## src/rtl/fp_operand_gen.sv

```systemverilog
`default_nettype none
// ============================================================================
//  Module   : fp_operand_gen
//  Purpose  : Operand-pair stimulus generator for floating-point datapath
//             benches. Emits (a, b) pairs over a val/rdy handshake in one of
//             three modes: structured exponent/mantissa sweep, xorshift32
//             pseudo-random, or a directed special-value cross product.
//             Raises done when the selected sequence is exhausted.
//  Ports    : clk, rst (async, active high)
//             start  - single-cycle request to begin a sequence
//             mode   - 0 SWEEP, 1 RAND, 2/3 DIRECTED (sampled on start)
//             seed   - RAND seed (sampled on start, 0 maps to 1)
//             a, b   - operands {sign, exp, man}, width 1+EXP_W+MAN_W
//             val    - pair valid;  rdy - consumer ready
//             idx    - index of the current pair;  done - sequence complete
//  Config   : FP_GEN_DENORM_FLUSH_EN - when defined, any emitted operand with
//             a zero exponent has its mantissa forced to zero (sign kept).
//  Revision : 1.0 - initial release
// ============================================================================
module fp_operand_gen #(
  parameter int EXP_W  = 8,
  parameter int MAN_W  = 23,
  parameter int RAND_N = 1024,
  parameter int CNT_W  = 32
) (
  input  logic                   clk,
  input  logic                   rst,
  input  logic                   start,
  input  logic [1:0]             mode,
  input  logic [31:0]            seed,
  output logic [EXP_W+MAN_W:0]   a,
  output logic [EXP_W+MAN_W:0]   b,
  output logic                   val,
  input  logic                   rdy,
  output logic [CNT_W-1:0]       idx,
  output logic                   done
);

  localparam int W  = 1 + EXP_W + MAN_W;
  localparam int FW = EXP_W + MAN_W;

  localparam logic [1:0]       c_mode_sweep = 2'd0;
  localparam logic [1:0]       c_mode_rand  = 2'd1;
  localparam logic [EXP_W-1:0] c_exp_zero   = '0;
  localparam logic [EXP_W-1:0] c_exp_ones   = '1;
  localparam logic [EXP_W-1:0] c_exp_bias   = {1'b0, {(EXP_W-1){1'b1}}};
  localparam logic [EXP_W-1:0] c_exp_max    = {{(EXP_W-1){1'b1}}, 1'b0};
  localparam logic [MAN_W-1:0] c_man_zero   = '0;
  localparam logic [MAN_W-1:0] c_man_ones   = '1;
  localparam logic [MAN_W-1:0] c_man_one    = MAN_W'(1);
  localparam logic [MAN_W-1:0] c_man_msb    = {1'b1, {(MAN_W-1){1'b0}}};
  localparam logic [CNT_W-1:0] c_rand_last  = CNT_W'(RAND_N - 1);
  localparam logic [5:0]       c_dir_last   = 6'd63;

  typedef enum logic [1:0] {
    ST_IDLE = 2'd0,
    ST_RUN  = 2'd1,
    ST_DONE = 2'd2
  } state_t;

  state_t           r_state;
  logic [1:0]       r_mode;
  logic [W-1:0]     r_a;
  logic [W-1:0]     r_b;
  logic [31:0]      r_s;
  logic [5:0]       r_dcnt;
  logic             r_val;
  logic             r_done;
  logic [CNT_W-1:0] r_idx;

  logic [31:0]      w_s_src;
  logic [31:0]      w_x1;
  logic [31:0]      w_x2;
  logic [FW-1:0]    w_a_step;
  logic [FW-1:0]    w_b_step;
  logic             w_a_wrap;
  logic             w_b_end;
  logic [5:0]       w_dnext;
  logic             w_xfer;
  logic             w_last;

  function automatic logic [31:0] f_xs(input logic [31:0] s_in);
    logic [31:0] s;
    s = s_in;
    s = s ^ (s << 13);
    s = s ^ (s >> 17);
    s = s ^ (s << 5);
    return s;
  endfunction

  // Shift a one into the mantissa; once it would reach the MSB, roll over
  // into the next exponent with a cleared mantissa.
  function automatic logic [FW-1:0] f_step(input logic [EXP_W-1:0] e,
                                           input logic [MAN_W-1:0] m);
    logic [MAN_W-1:0] sm;
    sm = {m[MAN_W-2:0], 1'b1};
    if (sm[MAN_W-1])
      return {e + EXP_W'(1), c_man_zero};
    else
      return {e, sm};
  endfunction

  function automatic logic [W-1:0] f_tbl(input logic [2:0] k);
    case (k)
      3'd0:    return {1'b0, c_exp_zero, c_man_zero};  // +0
      3'd1:    return {1'b1, c_exp_zero, c_man_zero};  // -0
      3'd2:    return {1'b0, c_exp_bias, c_man_zero};  // +1.0
      3'd3:    return {1'b1, c_exp_bias, c_man_zero};  // -1.0
      3'd4:    return {1'b0, c_exp_zero, c_man_one};   // min subnormal
      3'd5:    return {1'b0, c_exp_max,  c_man_ones};  // max normal
      3'd6:    return {1'b0, c_exp_ones, c_man_zero};  // +inf
      default: return {1'b0, c_exp_ones, c_man_msb};   // qNaN
    endcase
  endfunction

`ifdef FP_GEN_DENORM_FLUSH_EN
  function automatic logic [W-1:0] f_flush(input logic [W-1:0] v);
    if (v[FW-1:MAN_W] == c_exp_zero)
      return {v[W-1], FW'(0)};
    else
      return v;
  endfunction
`endif

  // The random state source is the sampled seed while idle/done (so the
  // first pair is ready the cycle after start) and the running state after.
  always_comb begin
    w_s_src  = r_s;
    if (r_state != ST_RUN)
      w_s_src = (seed == 32'd0) ? 32'd1 : seed;
    w_x1     = f_xs(w_s_src);
    w_x2     = f_xs(w_x1);
    w_a_step = f_step(r_a[FW-1:MAN_W], r_a[MAN_W-1:0]);
    w_b_step = f_step(r_b[FW-1:MAN_W], r_b[MAN_W-1:0]);
    w_a_wrap = &w_a_step[FW-1:MAN_W];
    w_b_end  = &w_b_step[FW-1:MAN_W];
    w_dnext  = r_dcnt + 6'd1;
    w_xfer   = r_val && rdy;
    case (r_mode)
      c_mode_sweep: w_last = w_a_wrap && w_b_end;
      c_mode_rand:  w_last = (r_idx == c_rand_last);
      default:      w_last = (r_dcnt == c_dir_last);
    endcase
  end

  always_ff @(posedge clk or posedge rst) begin
    if (rst) begin
      r_state <= ST_IDLE;
      r_mode  <= 2'd0;
      r_a     <= '0;
      r_b     <= '0;
      r_s     <= 32'd1;
      r_dcnt  <= 6'd0;
      r_val   <= 1'b0;
      r_done  <= 1'b0;
      r_idx   <= '0;
    end else begin
      case (r_state)
        ST_IDLE, ST_DONE: begin
          if (start) begin
            r_state <= ST_RUN;
            r_mode  <= mode;
            r_val   <= 1'b1;
            r_done  <= 1'b0;
            r_idx   <= '0;
            r_dcnt  <= 6'd0;
            case (mode)
              c_mode_sweep: begin
                r_a <= '0;
                r_b <= '0;
              end
              c_mode_rand: begin
                r_a <= w_x1[W-1:0];
                r_b <= w_x2[W-1:0];
                r_s <= w_x2;
              end
              default: begin
                r_a <= f_tbl(3'd0);
                r_b <= f_tbl(3'd0);
              end
            endcase
          end
        end
        ST_RUN: begin
          if (w_xfer) begin
            if (w_last) begin
              r_state <= ST_DONE;
              r_val   <= 1'b0;
              r_done  <= 1'b1;
            end else begin
              r_idx <= r_idx + CNT_W'(1);
              case (r_mode)
                c_mode_sweep: begin
                  // a wraps through every finite exponent, flipping its sign
                  // each pass, before b takes one step.
                  if (w_a_wrap) begin
                    r_a <= {~r_a[W-1], FW'(0)};
                    r_b <= {r_b[W-1], w_b_step};
                  end else begin
                    r_a <= {r_a[W-1], w_a_step};
                  end
                end
                c_mode_rand: begin
                  r_a <= w_x1[W-1:0];
                  r_b <= w_x2[W-1:0];
                  r_s <= w_x2;
                end
                default: begin
                  r_dcnt <= w_dnext;
                  r_a    <= f_tbl(w_dnext[5:3]);
                  r_b    <= f_tbl(w_dnext[2:0]);
                end
              endcase
            end
          end
        end
        default: r_state <= ST_IDLE;
      endcase
    end
  end

  // Flushing is applied on the way out so the sweep walk itself is never
  // disturbed and sequence lengths stay identical.
`ifdef FP_GEN_DENORM_FLUSH_EN
  assign a = f_flush(r_a);
  assign b = f_flush(r_b);
`else
  assign a = r_a;
  assign b = r_b;
`endif
  assign val  = r_val;
  assign done = r_done;
  assign idx  = r_idx;

endmodule
`default_nettype wire

```

## config.mk

```make
export PLATFORM = sky130hd
export DESIGN_NAME = fp_operand_gen
export DESIGN_NICKNAME = d
export VERILOG_FILES = /design/src/rtl/fp_operand_gen.sv
export SDC_FILE = /design/constraint.sdc
export NUM_CORES = 1
export LEC_CHECK = 0
export CELL_PAD_IN_SITES_DETAIL_PLACEMENT = 0
export CELL_PAD_IN_SITES_GLOBAL_PLACEMENT = 1
export CORE_UTILIZATION = 38
export DETAILED_ROUTE_END_ITERATION = 12
export PLACE_DENSITY = 0.85
export SLEW_MARGIN = 5
export SYNTH_ARGS = -nofsm -noshare
export SYNTH_HDL_FRONTEND = slang
export SYNTH_SLANG_ARGS = --single-unit
```

## constraint.sdc

```tcl
create_clock -name clk -period 4.7 [get_ports clk]
set_clock_uncertainty 0.1 [all_clocks]
set_input_delay 0.94 -clock clk [delete_from_list [all_inputs] [get_ports clk]]
set_output_delay 0.94 -clock clk [all_outputs]
set_load 0.005 [all_outputs]
```

==> results by group, run 1 <==
Outcome
  • Status: completed

CTS
  • Clock Tree Root: clkbuf_16
  • Clk_lat worst skew: about 0.43 ns
  • CTS resizes: 0
  • Hold Buf Count CTS: 0
  • CTS tree: done
  • Clk buf depth: 2
  • CTS Buf Count: 17
  • Postcts setup bufs: 0
  • Clk pin slew, worst setup/hold paths: ~0.07 ns
  • Clock H-tree levels: 4
  • Clk sink count: between 100 and 150

Drt
  • DRT Pass-1 Iters: 4
  • 1st-iter DRT viols: around 570
  • Vias/cell: approximately 5.5
  • Total number of vias: between 8,000 and 9,000
  • Wirelength per Cell: around 20 µm
  • Routed WL: 29,100 µm
  • Final ANT Viol Nets: 0
  • # DRC: 0

Timing
  • Fmax achieved: approximately 270 MHz
  • RSZ-0062 raised after global routing: false
  • Fin. Hold Viols: 0
  • Setup TNS: 0 ns
  • Endpoints failing setup: 0
  • Hold Slack: 0.392 ns
  • Final Max Slew Viols: 0
  • Rel. slew slack: about two fifths
  • Post-route clock period utilization: approximately 79%
  • Slew @ Worst Pin: roughly 0.90 ns
  • Tmin final: around 3.7 ns

Setup path
  • WP buf/inv: 1
  • Crit path DAT: a little under 4 ns
  • Crit Path Category: flip-flop to flip-flop
  • Crit-path slowest cell: nor4_1
  • CP top delay family: simple AND/OR/NAND/NOR gates
  • R2R cell count: 9
  • Crit-path max cell delay: 0.75 ns
  • Req. time, crit path: between 4 and 5 ns
  • Worst path cell trace: nand4_1, xor2_1, nor4_1, a311o_1, o211a_2, buf_4, nor3_1, xnor2_1, nor2_1
  • CP Capture Type: flip-flop
  • Critical path peak fanout: 54
  • Critical path depth: 9
  • CP Launch Type: flip-flop

Die
  • Ports: 136
  • Row cnt: 56
  • Die width: 159 µm
  • Die area: about 0.025 mm²
  • Die Y: 159 µm
  • Initial Util: 39.3%
  • Core area: roughly 0.024 mm²

Global route
  • Vias in the first global route: 7,722
  • Met2 usage: between 30% and 40%
  • Total grt overflow: 0
  • Met3 Usage GRT: roughly 4.8%
  • GRT Overall Usage: 23.1%
  • Largest net degree at the start of global routing: 80
  • First-pass GRT wire length: approximately 45,000 µm
  • Grt met1 use: between 30% and 40%
  • Initial antenna violation count: 0
  • GRT Max-Usage Layer: met2

Layout
  • Final core utilization: around half
  • Nets: ~1,200
  • Fillcell total: 2,223
  • Post-route cell area: 0.0116 mm²
  • Layout cells sized above 1: 10.4%
  • Area Overhead vs Synth: 23.9%
  • Antenna cells: 0

Synthesis
  • Synth Instances: 1,006
  • Ys flop type: dfrtp_1
  • Seq cells post-synth: between 100 and 150
  • Syn_area_per_cell: 9.28 µm²
  • Library cells used by synthesis: 73
  • Ys Warns: 0
  • Ys async rst share: 100%
  • Post-synthesis sequential area ratio: about 38%
  • Mapped cell area: approximately 0.0093 mm²
  • Post-synth EDFFs: 0
  • Syn Nets: around 1,100

Placed design
  • Placed Area: approximately 0.011 mm²
  • Routability congestion estimate: around 1
  • PortBufs: around 140
  • Hpwl dp: ~21,000 µm

Min path
  • Hold WC Path Type: flip-flop to flip-flop
  • Hold path depth: 2

Job
  • Max_cap viols: 0
[synthesized netlist by cell type, types with 5 or more instances]
master | n | area [µm²]
and3_1 | 6 | 37.5
o31ai_1 | 12 | 90.1
nor2b_1 | 5 | 31.3
xnor2_1 | 115 | 1010
o21ai_0 | 48 | 240
inv_1 | 9 | 33.8
a221oi_1 | 23 | 201
nand4_1 | 13 | 81.3
xnor2_2 | 8 | 130
clkbuf_1 | 33 | 124
nand3_1 | 21 | 105
mux2_1 | 5 | 56.3
mux2_2 | 24 | 270
a21oi_1 | 80 | 400
nand2b_1 | 6 | 37.5
mux2i_4 | 6 | 135
nor4_1 | 22 | 138
o22ai_1 | 5 | 31.3
nor3_1 | 24 | 120
xor2_1 | 72 | 631
mux2i_1 | 16 | 160
buf_2 | 18 | 90.1
nor2_1 | 98 | 368
o21a_1 | 5 | 37.5
nand2_1 | 103 | 387
dfrtp_1 | 139 | 3480
ha_1 | 8 | 100
[through the flow]
step	worst slack [ns]	std cells
floorplan	1.86	1006
global placement	0.901	1419
detailed placement	0.919	1419
CTS	1.07	1451
global route	0.724	1451
finish	0.992	1451
[worst paths after layout]
check	startpoint	end	slack (ns)
min in group asynchronous	rst	b[29]	0.80
setup / recovery	a[21]	idx[17]	0.99
max in group asynchronous	rst	r_s[5]	2.73
hold / removal	done	done	0.39
hold reg to reg	done	done	0.39
setup reg to reg	a[21]	idx[17]	0.99
[layer usage]
| metal | up-vias | wire length (µm) |
|---|---|---|
| li1 | 3775 | - |
| met1 | 3955 | 13700 |
| met2 | 281 | 12900 |
| met3 | 30 | 1830 |
| met4 | 0 | 626 |
| met5 | - | 0 |
[sequential cells by signal, indices dropped and copies added (netlist names)]
| register | cells |
|---|---|
| a | 32 |
| b | 32 |
| done | 1 |
| idx | 32 |
| r_dcnt | 6 |
| r_mode | 2 |
| r_s | 32 |
| r_state | 2 |
| val | 1 |
[layout by cell type (no fill, tap or decap), types with 6 or more instances in the layout]
master / n
o21ai_0: 48
xor2_1: 72
xnor2_1: 115
o31ai_1: 12
xnor2_2: 8
clkdlybuf4s50_1: 135
nand4_1: 13
buf_4: 16
nor3_1: 23
clkbuf_16: 17
dfrtp_1: 139
a21oi_1: 80
nand3_1: 21
mux2_2: 24
mux2i_1: 16
nand2_1: 103
a221oi_1: 23
inv_8: 7
mux2i_4: 6
and3_1: 6
nor4_1: 21
ha_1: 8
nor2_1: 98
inv_1: 8
[area by class of cell]
cell class | instances | area, µm² | share of cell area, %
Multi-Input combinational cell | 799 | 5550 | 48.0
Sequential cell | 140 | 3500 | 30.3
Timing Repair Buffer | 152 | 1490 | 12.9
Clock buffer | 18 | 439 | 3.80
Tap cell | 319 | 399 | 3.45
Clock inverter | 14 | 139 | 1.20
Inverter | 9 | 37.5 | 0.325
[cell families after synthesis]
group / Yosys count / synth area share [%]
multiplexers: 56 / 7.41
adder cells (fa/ha/maj): 8 / 1.07
flip-flops: 140 / 37.5
buffers and inverters: 67 / 3.22
AND/OR/NAND/NOR: 316 / 15.5
XOR/XNOR: 202 / 20.4
AO/OA/AOI/OAI: 217 / 14.9
[worst min-delay path, stage by stage, from the launching register on]
cell	delay [ns]
dfrtp_1	0.34
nand2_1	0.05
nand2_1	0.06
Power of run 1 is left out: the tool's default activity adds up to more than one toggle a clock period on the data nets, which glitch-free logic cannot reach.
==> run 2: changes to the inputs <==
==> constraint.sdc (replaced) <==
create_clock -name clk -period 3.18 [get_ports clk]
set_clock_uncertainty 0.1 [all_clocks]
set_input_delay 0.636 -clock clk [delete_from_list [all_inputs] [get_ports clk]]
set_output_delay 0.636 -clock clk [all_outputs]
set_load 0.005 [all_outputs]
==> run 2 against run 1 <==
  * Maximum frequency rose by 25%
  * Critical path depth grew 1
  * Clock-buffer cell count shrank 1
  * Critical path type unchanged
  * Register-to-register slack got worse by 0.78 ns
  * Sequential share of layout area shrank 2.1 points
  * Global-route usage grew 0.82 points
  * Non-clock buffer count up 97
  * Worst hold slack lost 0.011 ns
  * Routed wire length rose by 2.1%
  * Die area is the same
  * Final cell count is 6.7% higher
==> results by group, run 2 (same netlist as run 1, synthesis figures left out) <==
Min path
  • WHS Endpoint: done (unchanged)
  • Hold WC Path Type: flip-flop to flip-flop (unchanged)
  • Hold path startpoint: done (unchanged)
  • Hold path depth: 2 (unchanged)

Timing
  • Tmin final: 2.97 ns (was 3.71 ns)
  • Post-route clock period utilization: 93.4% (was 78.9%)
  • Final Max Slew Viols: 0 (unchanged)
  • Slew @ Worst Pin: 1.22 ns (was 0.898 ns)
  • Fin. Hold Viols: 0 (unchanged)
  • Rel. slew slack: 18.0% (was 39.6%)
  • Fmax achieved: 337 MHz (was 270 MHz)
  • RSZ-0062 raised after global routing: false (unchanged)
  • Endpoints failing setup: 0 (unchanged)

Drt
  • Routed WL: 29,700 µm (was 29,100 µm)
  • Total number of vias: 8,430 (was 8,041)
  • Vias/cell: 5.45 (was 5.54)
  • Wirelength per Cell: 19.2 µm (was 20.0 µm)
  • 1st-iter DRT viols: 708 (was 574)
  • Final ANT Viol Nets: 0 (unchanged)
  • # DRC: 0 (unchanged)
  • DRT Pass-1 Iters: 7 (was 4)

Layout
  • Antenna cells: 0 (unchanged)
  • Nets: 1,262 (was 1,165)
  • Fillcell total: 2,147 (was 2,223)
  • Layout cells sized above 1: 17.6% (was 10.4%)
  • Most frequent cells in the layout: dfrtp_1, clkdlybuf4s50_1, xnor2_1 (unchanged)
  • Register Area: 0.00350 mm² (unchanged)
  • Area Overhead vs Synth: 32.9% (was 23.9%)
  • Final core utilization: 52.2% (was 48.7%)
  • Area of the multi-input gates: 0.00557 mm² (was 0.00555 mm²)
  • Most common cell after layout, fill and taps aside: dfrtp_1 (unchanged)

Setup path
  • Critical Path Start: r_state[0] (was a[21])
  • Crit Path Category: flip-flop to flip-flop (unchanged)
  • CP Capture Type: flip-flop (unchanged)
  • RR Startpoint: r_state[0] (was a[21])
  • Worst r2r dst: b[19] (was idx[17])
  • Critical path peak fanout: 19 (was 54)
  • Req. time, crit path: 3.43 ns (was 4.91 ns)
  • CP Launch Type: flip-flop (unchanged)
  • Crit path DAT: 3.22 ns (was 3.92 ns)
  • R2R cell count: 10 (was 9)
  • FF-to-FF setup slack: 0.21 ns (was 0.99 ns)

CTS
  • Clock H-tree levels: 4 (unchanged)
  • Clk_lat worst skew: 0.43 ns (about the same)
  • Clock Tree Root: clkbuf_16 (unchanged)
  • Clk pin slew, worst setup/hold paths: 0.07 ns (about the same)
  • CTS Buf Count: 17 (unchanged)
  • CTS tree: done (unchanged)
  • Postcts setup bufs: 0 (unchanged)
  • Clk buf depth: 2 (unchanged)
  • Clk sink count: 140 (unchanged)

Die
  • Row cnt: 56 (unchanged)
  • Die area: 0.0252 mm² (unchanged)
  • Ports: 136 (unchanged)
  • Core area: 0.0238 mm² (unchanged)
  • Initial Util: 39.3% (unchanged)
  • Die Y: 159 µm (unchanged)
  • Die width: 159 µm (unchanged)

Global route
  • Largest net degree at the start of global routing: 91 (was 80)
  • Total grt overflow: 0 (unchanged)
  • First-pass GRT wire length: 47,200 µm (was 45,300 µm)
  • GRT Overall Usage: 23.9% (was 23.1%)
  • Initial antenna violation count: 0 (unchanged)
  • Vias in the first global route: 8,081 (was 7,722)

Placed design
  • Routability congestion estimate: 0.960 (was 0.992)
  • PortBufs: 135 (unchanged)
  • Hpwl dp: 22,300 µm (was 21,200 µm)

Job
  • Max_cap viols: 0 (unchanged)

Outcome
  • Status: completed (unchanged)
-- run 2: cell types whose count changed in the layout (fill, tap and decap cells not counted), moves of 2 or more --
cell	change
inv_6	+2
clkinv_4	-2
clkinv_8	+3
buf_4	+92
buf_12	+5
inv_8	-2
-- run 2: stage by stage --
step | setup TNS [ns] | setup slack (ns) | cells | hold slack [ns] | cell area (µm²)
after floorplan | 0 | 0.540 | 1006 | 0.371 | 9340
after global placement | -0.497 | -0.0907 | 1516 | 0.367 | 11800
after detailed placement | -0.803 | -0.181 | 1516 | 0.375 | 11800
after CTS | 0 | 0.190 | 1548 | 0.391 | 12400
after global routing | 0 | 0.0188 | 1548 | 0.415 | 12400
final | 0 | 0.211 | 1548 | 0.381 | 12400
-- run 2: per-layer routing --
layer / part of all wire [%] / global-route usage, % / vias to the layer above
li1: - / - / 3964
met1: 48 / 35.5 / 4102
met2: 45 / 35.8 / 336
met3: 6.6 / 4.15 / 28
met4: 1.2 / 5.47 / 0
met5: 0 / 0 / -
-- run 2: critical path, stage by stage, from the launching register on --
cell	delay, ns
dfrtp_1	0.46
nand2b_4	0.34
buf_4	0.24
mux2i_4	0.33
xnor2_1	0.22
xor2_1	0.28
buf_4	0.16
xnor2_1	0.08
xnor2_1	0.40
a21oi_1	0.12
a21oi_1	0.15
-- run 2: layout make-up --
class	instances	share of cell area (%)
timing repair buffer	249	18.4
clock inverter	15	1.51
inverter	9	0.303
clock buffer	17	3.43
multi-input combinational	799	44.9
sequential	140	28.3
tap	319	3.22
-- run 2: how the worst max path moves through the flow --
stage	end	slack, ns	cells past startpoint
detailed placement	r_s[6]	-0.18	7
finish	b[19]	0.21	10
global route	b[26]	0.02	10
floorplan	r_s[10]	0.54	10
CTS	b[26]	0.19	10
global placement	r_s[6]	-0.09	7
-- run 2: timing repair --
item,CTS,global route
setup endpoints to repair,0,2
resized for setup,0,2
hold buffers,0,0
Power of run 2 is left out for the same reason.
